--- config.mk ---
export PLATFORM = sky130hd
export DESIGN_NAME = vga_fb_arbiter_flat
export DESIGN_NICKNAME = d
export VERILOG_FILES = /design/src/rtl/vga_fb_arbiter_if.sv /design/src/rtl/vga_fb_arbiter.sv /design/src/flat_wrapper.sv
export SDC_FILE = /design/constraint.sdc
export NUM_CORES = 1
export LEC_CHECK = 0
export ABC_AREA = 1
export BUFFER_PORTS_ARGS = -buffer_cell sky130_fd_sc_hd__buf_4
export CAP_MARGIN = 20
export CORE_MARGIN = 5
export CORE_UTILIZATION = 55
export DETAILED_ROUTE_END_ITERATION = 16
export HOLD_SLACK_MARGIN = 0.06
export PLACE_DENSITY = 0.81
export SYNTH_ARGS = -nofsm -noshare
export SYNTH_HDL_FRONTEND = slang
export SYNTH_SLANG_ARGS = --single-unit
--- constraint.sdc ---
create_clock -name clk -period 2.6 [get_ports clk]
set_clock_uncertainty 0.1 [all_clocks]
set_input_delay 0.13 -clock clk [delete_from_list [all_inputs] [get_ports clk]]
set_output_delay 0.13 -clock clk [all_outputs]
set_load 0.01 [all_outputs]
--- src/rtl/vga_fb_arbiter_if.sv ---
// Frame-buffer arbiter bus: display stream, two writers, BRAM port.
// slave = arbiter side, master = timing generator / writers / BRAM side.
interface vga_fb_arbiter_if #(
  parameter int AW = 20,
  parameter int DW = 8
);
  logic          frame_sync;
  logic          pix_rd;
  logic [DW-1:0] pix_data;
  logic          pix_valid;
  logic          underrun;
  logic          w0_req;
  logic          w1_req;
  logic [AW-1:0] w0_addr;
  logic [AW-1:0] w1_addr;
  logic [DW-1:0] w0_data;
  logic [DW-1:0] w1_data;
  logic          w0_gnt;
  logic          w1_gnt;
  logic          mem_en;
  logic          mem_we;
  logic [AW-1:0] mem_addr;
  logic [DW-1:0] mem_wdata;
  logic [DW-1:0] mem_rdata;

  modport slave (
    input  frame_sync, pix_rd,
    input  w0_req, w1_req,
    input  w0_addr, w1_addr,
    input  w0_data, w1_data,
    input  mem_rdata,
    output pix_data, pix_valid, underrun,
    output w0_gnt, w1_gnt,
    output mem_en, mem_we,
    output mem_addr, mem_wdata
  );

  modport master (
    output frame_sync, pix_rd,
    output w0_req, w1_req,
    output w0_addr, w1_addr,
    output w0_data, w1_data,
    output mem_rdata,
    input  pix_data, pix_valid, underrun,
    input  w0_gnt, w1_gnt,
    input  mem_en, mem_we,
    input  mem_addr, mem_wdata
  );
endinterface

--- src/rtl/vga_fb_arbiter.sv ---
// Single-port frame-buffer arbiter: scanout prefetch FIFO plus two writers.
// Define VGA_ARB_RR_EN for round-robin writers; default is w0 over w1.
module vga_fb_arbiter #(
  parameter int AW    = 20,
  parameter int DW    = 8,
  parameter int DEPTH = 8,
  parameter int NPIX  = 786432
) (
  input  logic clk,
  input  logic rst_n,
  vga_fb_arbiter_if.slave bus
);
  localparam int PW = $clog2(DEPTH);
  localparam int CW = PW + 1;
  localparam logic [CW-1:0] FULL = CW'(DEPTH);
  localparam logic [CW-1:0] HALF = CW'(DEPTH / 2);
  localparam logic [AW-1:0] LAST = AW'(NPIX - 1);

  typedef enum logic [1:0] {
    FLUSH, PRIME, RUN, DONE
  } state_t;

  state_t        state_q, state_d;
  logic [DW-1:0] fifo_q [DEPTH];
  logic [PW-1:0] rd_ptr_q, rd_ptr_d;
  logic [PW-1:0] wr_ptr_q, wr_ptr_d;
  logic [CW-1:0] count_q, count_d;
  logic [CW-1:0] fill;
  logic          inflight_q, inflight_d;
  logic          underrun_q, underrun_d;
  logic [AW-1:0] scan_q, scan_d;
  logic          wreq, do_rd, do_wr, sel1;
  logic          push, pop, empty;

`ifdef VGA_ARB_RR_EN
  logic last_q, last_d;
  assign sel1 = bus.w1_req & (~bus.w0_req | ~last_q);
  assign last_d = do_wr ? sel1 : last_q;
`else
  assign sel1 = ~bus.w0_req;
`endif

  assign fill  = count_q + CW'(inflight_q);
  assign wreq  = bus.w0_req | bus.w1_req;
  assign empty = (count_q == '0);

  always_comb begin
    do_rd = 1'b0;
    do_wr = 1'b0;
    unique case (state_q)
      FLUSH: ;
      PRIME: do_rd = (fill < FULL);
      RUN: begin
        if (fill < HALF)  do_rd = 1'b1;
        else if (wreq)    do_wr = 1'b1;
        else              do_rd = (fill < FULL);
      end
      DONE:  do_wr = wreq;
      default: ;
    endcase
  end

  assign bus.w0_gnt    = do_wr & ~sel1;
  assign bus.w1_gnt    = do_wr & sel1;
  assign bus.mem_en    = do_rd | do_wr;
  assign bus.mem_we    = do_wr;
  assign bus.mem_addr  = do_wr ? (sel1 ? bus.w1_addr : bus.w0_addr)
                       : (do_rd ? scan_q : '0);
  assign bus.mem_wdata = do_wr ? (sel1 ? bus.w1_data : bus.w0_data) : '0;
  assign bus.pix_valid = ~empty;
  assign bus.pix_data  = empty ? '0 : fifo_q[rd_ptr_q];
  assign bus.underrun  = underrun_q;

  // Read data landing in the frame_sync cycle belongs to the old frame.
  assign push = inflight_q & ~bus.frame_sync;
  assign pop  = bus.pix_rd & ~empty;

  always_comb begin
    rd_ptr_d   = rd_ptr_q + PW'(pop);
    wr_ptr_d   = wr_ptr_q + PW'(push);
    count_d    = count_q + CW'(push) - CW'(pop);
    inflight_d = do_rd;
    scan_d     = (do_rd && scan_q != LAST) ? scan_q + AW'(1) : scan_q;
    underrun_d = underrun_q | (bus.pix_rd & empty);
    state_d    = state_q;
    unique case (state_q)
      FLUSH: state_d = PRIME;
      PRIME: begin
        if (do_rd && scan_q == LAST) state_d = DONE;
        else if (fill == FULL)       state_d = RUN;
      end
      RUN:   if (do_rd && scan_q == LAST) state_d = DONE;
      DONE:  ;
      default: state_d = FLUSH;
    endcase
    if (state_q == FLUSH || bus.frame_sync) begin
      rd_ptr_d   = '0;
      wr_ptr_d   = '0;
      count_d    = '0;
      inflight_d = 1'b0;
      scan_d     = '0;
    end
    if (bus.frame_sync) begin
      state_d    = FLUSH;
      underrun_d = 1'b0;
    end
  end

  always_ff @(posedge clk) begin
    if (push) fifo_q[wr_ptr_q] <= bus.mem_rdata;
  end

  always_ff @(posedge clk or negedge rst_n) begin
    if (!rst_n) begin
      state_q    <= FLUSH;
      rd_ptr_q   <= '0;
      wr_ptr_q   <= '0;
      count_q    <= '0;
      inflight_q <= 1'b0;
      underrun_q <= 1'b0;
      scan_q     <= '0;
`ifdef VGA_ARB_RR_EN
      last_q     <= 1'b1;
`endif
    end else begin
      state_q    <= state_d;
      rd_ptr_q   <= rd_ptr_d;
      wr_ptr_q   <= wr_ptr_d;
      count_q    <= count_d;
      inflight_q <= inflight_d;
      underrun_q <= underrun_d;
      scan_q     <= scan_d;
`ifdef VGA_ARB_RR_EN
      last_q     <= last_d;
`endif
    end
  end
endmodule

--- src/flat_wrapper.sv ---
// flat-port wrapper written by rule: the top's interface ports become plain ports
module vga_fb_arbiter_flat 
#(
  parameter int AW    = 20,
  parameter int DW    = 8,
  parameter int DEPTH = 8,
  parameter int NPIX  = 786432
)
  (clk, rst_n, bus_frame_sync, bus_pix_rd, bus_w0_req, bus_w1_req, bus_w0_addr, bus_w1_addr, bus_w0_data, bus_w1_data, bus_mem_rdata, bus_pix_data, bus_pix_valid, bus_underrun, bus_w0_gnt, bus_w1_gnt, bus_mem_en, bus_mem_we, bus_mem_addr, bus_mem_wdata);
  vga_fb_arbiter_if #(.AW(AW), .DW(DW)) bus_i ();
  input  logic clk;
  input  logic rst_n;
  input wire logic [$bits(bus_i.frame_sync)-1:0] bus_frame_sync;
  input wire logic [$bits(bus_i.pix_rd)-1:0] bus_pix_rd;
  input wire logic [$bits(bus_i.w0_req)-1:0] bus_w0_req;
  input wire logic [$bits(bus_i.w1_req)-1:0] bus_w1_req;
  input wire logic [$bits(bus_i.w0_addr)-1:0] bus_w0_addr;
  input wire logic [$bits(bus_i.w1_addr)-1:0] bus_w1_addr;
  input wire logic [$bits(bus_i.w0_data)-1:0] bus_w0_data;
  input wire logic [$bits(bus_i.w1_data)-1:0] bus_w1_data;
  input wire logic [$bits(bus_i.mem_rdata)-1:0] bus_mem_rdata;
  output wire logic [$bits(bus_i.pix_data)-1:0] bus_pix_data;
  output wire logic [$bits(bus_i.pix_valid)-1:0] bus_pix_valid;
  output wire logic [$bits(bus_i.underrun)-1:0] bus_underrun;
  output wire logic [$bits(bus_i.w0_gnt)-1:0] bus_w0_gnt;
  output wire logic [$bits(bus_i.w1_gnt)-1:0] bus_w1_gnt;
  output wire logic [$bits(bus_i.mem_en)-1:0] bus_mem_en;
  output wire logic [$bits(bus_i.mem_we)-1:0] bus_mem_we;
  output wire logic [$bits(bus_i.mem_addr)-1:0] bus_mem_addr;
  output wire logic [$bits(bus_i.mem_wdata)-1:0] bus_mem_wdata;
  assign bus_i.frame_sync = bus_frame_sync;
  assign bus_i.pix_rd = bus_pix_rd;
  assign bus_i.w0_req = bus_w0_req;
  assign bus_i.w1_req = bus_w1_req;
  assign bus_i.w0_addr = bus_w0_addr;
  assign bus_i.w1_addr = bus_w1_addr;
  assign bus_i.w0_data = bus_w0_data;
  assign bus_i.w1_data = bus_w1_data;
  assign bus_i.mem_rdata = bus_mem_rdata;
  assign bus_pix_data = bus_i.pix_data;
  assign bus_pix_valid = bus_i.pix_valid;
  assign bus_underrun = bus_i.underrun;
  assign bus_w0_gnt = bus_i.w0_gnt;
  assign bus_w1_gnt = bus_i.w1_gnt;
  assign bus_mem_en = bus_i.mem_en;
  assign bus_mem_we = bus_i.mem_we;
  assign bus_mem_addr = bus_i.mem_addr;
  assign bus_mem_wdata = bus_i.mem_wdata;
  vga_fb_arbiter #(.AW(AW), .DW(DW), .DEPTH(DEPTH), .NPIX(NPIX)) u_core (.clk(clk), .rst_n(rst_n), .bus(bus_i));
endmodule
After elaboration in Yosys (flattened, before gate mapping)
Memories as Yosys holds them, arrays and structs flattened.
Index checks and enable logic that the tools add are counted.
{ "word_totals": {"reg_bits": 34, "latch_bits": 0, "ram_bits": 64, "romBits": 0, "input_bits": 70, "output_inout_bits": 42, "elab_cells": 69, "memories": 1} }
{ "mem_list": {"columns": ["name", "words", "word_bits", "read_ports", "rd_clocked_by_memory_dff", "write_ports", "line", "rtl"], "rows": [
  ["u_core.fifo_q", 8, 8, 1, 0, 1, "vga_fb_arbiter.sv:24", "logic [DW-1:0] fifo_q [DEPTH];"]
]} }
{ "classes": {"n_addsub": 6, "multipliers": 0, "div_mod_pow": 0, "n_lt_le_gt_ge": 2, "n_eq_ne": 8, "shift": 0, "n_mux": 26, "n_bitwise": 11, "n_reduce_logical": 8} }
{ "op_table": {"columns": ["operator", "n"], "rows": [
  ["two-way mux 20 bit", 5],
  ["two-way mux 8 bit", 3],
  ["adder 20 x 1 -> 20 bit, second input constant", 1],
  ["== test 20 bit, second input constant", 1],
  ["!= test 20 bit, second input constant", 1],
  ["adder 4 x 1 -> 4 bit", 2],
  ["two-way mux 1 bit", 8],
  ["two-way mux 2 bit", 4],
  ["adder 3 x 1 -> 3 bit", 2],
  ["two-way mux 3 bit", 2],
  ["case mux 2 bit (3 select lines)", 1],
  ["bitwise AND 1 bit", 5],
  ["== test 2 bit, second input constant", 2],
  ["== test 4 bit, second input constant", 1],
  ["logical NOT 4 bit", 1],
  ["< comparator 4 x 3 -> 1 bit, second input constant", 1],
  ["< comparator 4 bit, second input constant", 1],
  ["two-way mux 4 bit", 1],
  ["!= test 4 x 2 -> 1 bit, second input constant", 1],
  ["case mux 1 bit (2 select lines)", 2],
  ["nonzero test 4 bit", 1],
  ["subtractor 4 x 1 -> 4 bit", 1],
  ["!= test 3 x 2 -> 1 bit, second input constant", 1],
  ["NOT 1 bit", 3],
  ["7 further kinds", 10]
]} }

Depth between registers and ports, before layout
{ "depth": {"ltp_word": 9, "mapped_depth": 14, "depth_no_buf": 12} }

Least setup slack after synthesis
Ideal clock, no wire load.
{ "synth_path": {"path_kind": "register -> output", "start": "reg u_core.inflight_q", "end": "out bus_mem_addr[10]", "arrival_time_ns": 1.863, "required_ns": 2.370, "path_slack_ns": 0.507, "path_stages_with_launch": 14, "n_path_buf": 2, "path_cell_list": "dfrtp_1 > ha_1 > ha_1 > nand2_1 > nand2_1 > nand2_1 > nand3_1 > nand2_1 > inv_1 > nor2_1 > buf_2 > buf_2 > nand2_1 > nand3_1"} }
{ "synth_via": {"word_cells_on_any_way": 10, "cone_classes": "1 x add/sub; 2 x order compare; 7 x mux"} }
{ "synth_lines": {"columns": ["element", "line", "rtl"], "rows": [
  ["start: declaration", "vga_fb_arbiter.sv:29", "logic inflight_q, inflight_d;"],
  ["start signal: assignment", "vga_fb_arbiter.sv:130", "inflight_q <= inflight_d;"],
  ["adder 4 x 1 -> 4 bit", "vga_fb_arbiter.sv:43", "assign fill = count_q + CW'(inflight_q);"],
  ["< comparator 4 x 3 -> 1 bit", "vga_fb_arbiter.sv:54", "if (fill < HALF) do_rd = 1'b1;"],
  ["two-way mux 1 bit", "vga_fb_arbiter.sv:54", null],
  ["case mux 1 bit (2 select lines)", "vga_fb_arbiter.sv:50", "unique case (state_q)"],
  ["net bus_mem_we", "flat_wrapper.sv:28", "output wire logic [$bits(bus_i.mem_we)-1:0] bus_mem_we;"],
  ["two-way mux 20 bit", "vga_fb_arbiter.sv:67", "assign bus.mem_addr = do_wr ? (sel1 ? bus.w1_addr : bus.w0_addr)"],
  ["end: declaration", "flat_wrapper.sv:29", "output wire logic [$bits(bus_i.mem_addr)-1:0] bus_mem_addr;"]
]} }
The timed path passes the listed nets, and every way through them passes these cells.

Final worst setup path
{ "layout_path": {"start": "reg u_core.count_q[2]", "end": "out bus_mem_addr[5]"} }
{ "layout_via": {"elab_chain_cells": 7, "word_cells_on_any_way": 10, "cone_classes": "1 x add/sub; 2 x order compare; 7 x mux"} }
{ "layout_rtl": {"columns": ["element", "line", "rtl"], "rows": [
  ["start: declaration", "vga_fb_arbiter.sv:27", "logic [CW-1:0] count_q, count_d;"],
  ["start signal: assignment", "vga_fb_arbiter.sv:129", "count_q <= count_d;"],
  ["adder 4 x 1 -> 4 bit *", "vga_fb_arbiter.sv:43", null],
  ["< comparator 4 bit", "vga_fb_arbiter.sv:52, vga_fb_arbiter.sv:56", null],
  ["two-way mux 1 bit", "vga_fb_arbiter.sv:55", "else if (wreq) do_wr = 1'b1;"],
  ["two-way mux 1 bit", "vga_fb_arbiter.sv:54", null],
  ["case mux 1 bit (2 select lines)", "vga_fb_arbiter.sv:50", null],
  ["two-way mux 20 bit", "vga_fb_arbiter.sv:68", ": (do_rd ? scan_q : '0);"],
  ["two-way mux 20 bit *", "vga_fb_arbiter.sv:67", null]
]} }
Mark *: on every way between the ends. The rest lies on a longest branch, timed or not.

==> flow_metrics.py <==
metrics = {
    "outcome": {
        "outcome": "finished, violations left",
        "violations": "setup timing",
    },
    "synthesis": {
        "synth-warning-count": 0,
        "synth.distinct_cells": 32,
        "synth_top_family_by_area": "simple AND/OR/NAND/NOR gates",
        "syn_area_um2": 5182,
        "syn-mean-instance-area_um2": 8.695,
        "synth_nets": 684,
        "synth.yosys.seq_area_share_pct": 53.50,
        "synth_xor_xnor_area_share_pct": 2.197,
        "synth_mux_area_share_pct": 0,
        "synth_compound_area_share_pct": 8.257,
        "synthAdderAreaFrac_pct": 4.491,
        "yosys-top-cells-area": "edfxtp_1 37%, dfrtp_1 16%, nand2_1 12%, nor2_1 7.7%, nand3_1 4.2%",
        "syn_inst": 596,
        "synthSimpleGateAreaFrac_pct": 26.12,
        "synth_top_area_share_pct": 37.08,
        "yosysTopAreaCell": "edfxtp_1",
        "ys_ff_latch": 98,
    },
    "critical_path": {
        "cp-end-kind": "output port",
        "startpoint_type": "flop",
        "critPathKind": "reg2out",
        "worstPathRequired_ps": 2370,
        "crit_arrival_ps": 2420,
        "cp_max_fo": 14,
    },
    "cells_and_area": {
        "seqCellArea_um2": 2776,
        "area_delta_synth_final_pct": 34.19,
        "fin_cells": 852,
        "multiInputGateArea_um2": 2336,
        "layout-drive-gt1-share_pct": 29.96,
        "fill_cells": 603,
        "antenna_cells": 0,
        "fin_nets": 824,
    },
    "timing": {
        "setup_ws_ps": -51.97,
        "tightestPinTransition_ps": 563.0,
        "finalCritPeriodShare_pct": 102.0,
        "max-slew-margin-rel_pct": 62.47,
        "fmax_mhz": 377.1,
        "period_needed_ps": 2652,
        "setup_violations": 14,
        "final-max-slew-violation-count": 0,
        "hold_viol_final": 0,
        "rsz0062_at_grt": "yes",
    },
    "clock_network": {
        "htreeDepth": 3,
        "clkTransAtPathRegs_ps": 110,
        "insertion_delay_ps": 360,
        "numClockSinks": 98,
        "cts_max_path_buffers": 2,
        "cts_tree": "done",
        "cts_root_buf": "clkbuf_8",
        "cts_made_buffers": 9,
    },
    "global_routing": {
        "grt.total_usage_pct": 23.05,
        "gr-total-overflow": 0,
        "grt_max_degree": 35,
        "antenna_found_initial": 0,
        "grt_pass1_wl_um": 20850,
        "grt_pass1_vias": 4457,
    },
    "route": {
        "dr.pass1.iters": 5,
        "drtIter0Drc": 354,
        "ant_nets": 0,
        "via_count": 4706,
        "wl_per_cell_um": 17.48,
        "post_drt_via_cell_ratio": 5.523,
        "routed_wl_um": 14890,
        "drc_errors": 0,
    },
    "placement": {
        "place.gp.congestion": 0.9760,
        "dp_slack_ps": 336.1,
        "place_inst": 814,
        "dp_hpwl_um": 9564,
        "io_buffers": 111,
    },
    "pwr": {
        "p_per_area_nw_per_um2": 593.6,
        "p_sw_share_pct": 33.46,
        "intPower_mw": 2.747,
        "p_switching_mw": 1.381,
        "p_seq_share_pct": 42.1,
        "ir_drop_mv": 0.3476,
        "pwr-share-clk_pct": 24.6,
        "p_leak_nw": 3.021,
        "p_total_mw": 4.128,
        "combPwrFrac_pct": 33.3,
    },
    "floorplan": {
        "die-area_um2": 11460,
        "start_util_pct": 56.35,
        "core_um2": 9196,
        "rows": 35,
        "die_h_um": 107.1,
        "io_pins": 112,
        "die_width_um": 107.1,
    },
    "job": {
        "cap_violations": 0,
    },
    "worst_hold_path": {
        "hp-class": "in2async",
    },
}
-- through the flow --
step	hold WS [ps]	util (%)	cell area, um2	setup TNS [ps]
2_1_floorplan	-265.6	-	5182	0
6_report	157.0	75.62	6954	-310.0
3_3_place_gp	7.755	67.33	6192	0
5_1_grt	189.5	75.62	6954	-3206
3_5_place_dp	13.94	67.33	6192	0
4_1_cts	159.7	70.99	6529	0
-- worst max-delay path, stage by stage, from the launching register on --
cell	delay [ps]
dfrtp_2	480
ha_4	180
nand2_1	70
nand2_1	70
nand2_2	90
inv_2	40
nand2_1	50
nand3_1	80
nand2_2	160
inv_4	70
nor2_4	240
clkbuf_16	230
nand2_1	70
nand3_1	80
buf_4	120
-- power groups by stage --
stage / clock network [mW] / registers [mW] / logic, mW
floorplan: 0 / 1.76 / 0.630
global placement: 0 / 1.76 / 1.03
detailed placement: 0 / 1.76 / 1.06
CTS: 1.02 / 1.73 / 1.10
global route: 1.09 / 1.74 / 1.50
finish: 1.01 / 1.74 / 1.38
-- Yosys cell counts --
master	n
a21o_1	1
a21oi_1	8
a21oi_2	1
a31oi_1	1
buf_2	10
buf_6	1
clkbuf_1	11
clkinv_1	1
dfrtp_1	34
edfxtp_1	64
fa_1	1
ha_1	17
inv_1	43
inv_2	2
inv_4	1
nand2_1	160
nand2_2	3
nand2_4	1
nand3_1	44
nand3_2	1
nand4_1	4
nor2_1	107
nor2_2	3
nor2_4	2
nor3_1	5
o21a_1	1
o21ai_0	26
o21ai_1	7
o31ai_1	7
o32ai_1	16
xnor2_1	4
xor2_1	9
-- layout make-up --
cell class / instances / share of cell area (%)
inverter: 47 / 2.609
timing repair buffer: 151 / 18.93
multi-input combinational: 429 / 33.59
clock buffer: 9 / 1.781
tap: 111 / 1.997
clock inverter: 7 / 1.169
sequential: 98 / 39.92
-- sequential cells by signal (all words and copies together), names as in the netlist --
name,flops
u_core.bus.underrun,1
u_core.state_q,2
u_core.scan_q,20
u_core.fifo_q,64
u_core.rd_ptr_q,3
u_core.wr_ptr_q,3
u_core.count_q,4
u_core.inflight_q,1
-- path summary, 6_finish.rpt --
kind                                    from                 end  slack [ps]  cells after the start
max                        u_core.count_q[2]     bus_mem_addr[5]         -50                     14
min                                    rst_n   u_core.scan_q[17]         160                      2
max reg2reg                u_core.count_q[2]   u_core.count_q[2]         280                      9
min reg2reg                u_core.state_q[1]   u_core.state_q[1]         460                      2
max in group asynchronous              rst_n  u_core.rd_ptr_q[1]        1900                      2
min in group clk                  bus_w1_req   u_core.inflight_q         300                      8
-- placed cells by master (no fill, tap or decap), types with 4 or more instances in the layout --
cell,n
nand2_1,134
dfrtp_1,31
buf_6,14
nand3_2,15
nand2_2,28
nand3_1,30
edfxtp_1,64
nor2_1,104
o21ai_0,26
dlygate4sd3_1,11
inv_1,40
inv_2,4
o21ai_1,7
clkbuf_16,4
nand4_1,4
xnor2_1,4
ha_1,14
nor3_1,5
clkbuf_8,9
a21oi_1,8
o31ai_1,7
nor2_4,5
o32ai_1,16
xor2_1,9
buf_4,119
-- metal layers --
layer  up-vias  share of wire [%]  GRT usage [%]
li1       2263                  -              -
met1      2199                 38          28.47
met5         -                  0              0
met2       197                 52          40.93
met4         0                3.6          8.037
met3        47                6.2          3.552
-- cells by family (layout without fill, tap and decap cells) --
group | after synthesis | after routing
AOI/OAI and AO/OA | 68 | 68
adders and majority gates | 18 | 18
xor gates and xnor gates | 13 | 13
buffers and inverters | 69 | 214
and+or+nand+nor | 330 | 330
DFF | 98 | 98
-- timing repair --
action / CTS / global route
setup buffers: 0 / 5
endpoints found under the hold margin: 101 / 0
gates resized for setup: 5 / 80
pin swaps: 0 / 19
gates cloned: 0 / 6
setup endpoints to repair: 26 / 32
hold buffers: 11 / 0
Note: power is estimated with default switching activity, not from simulation.
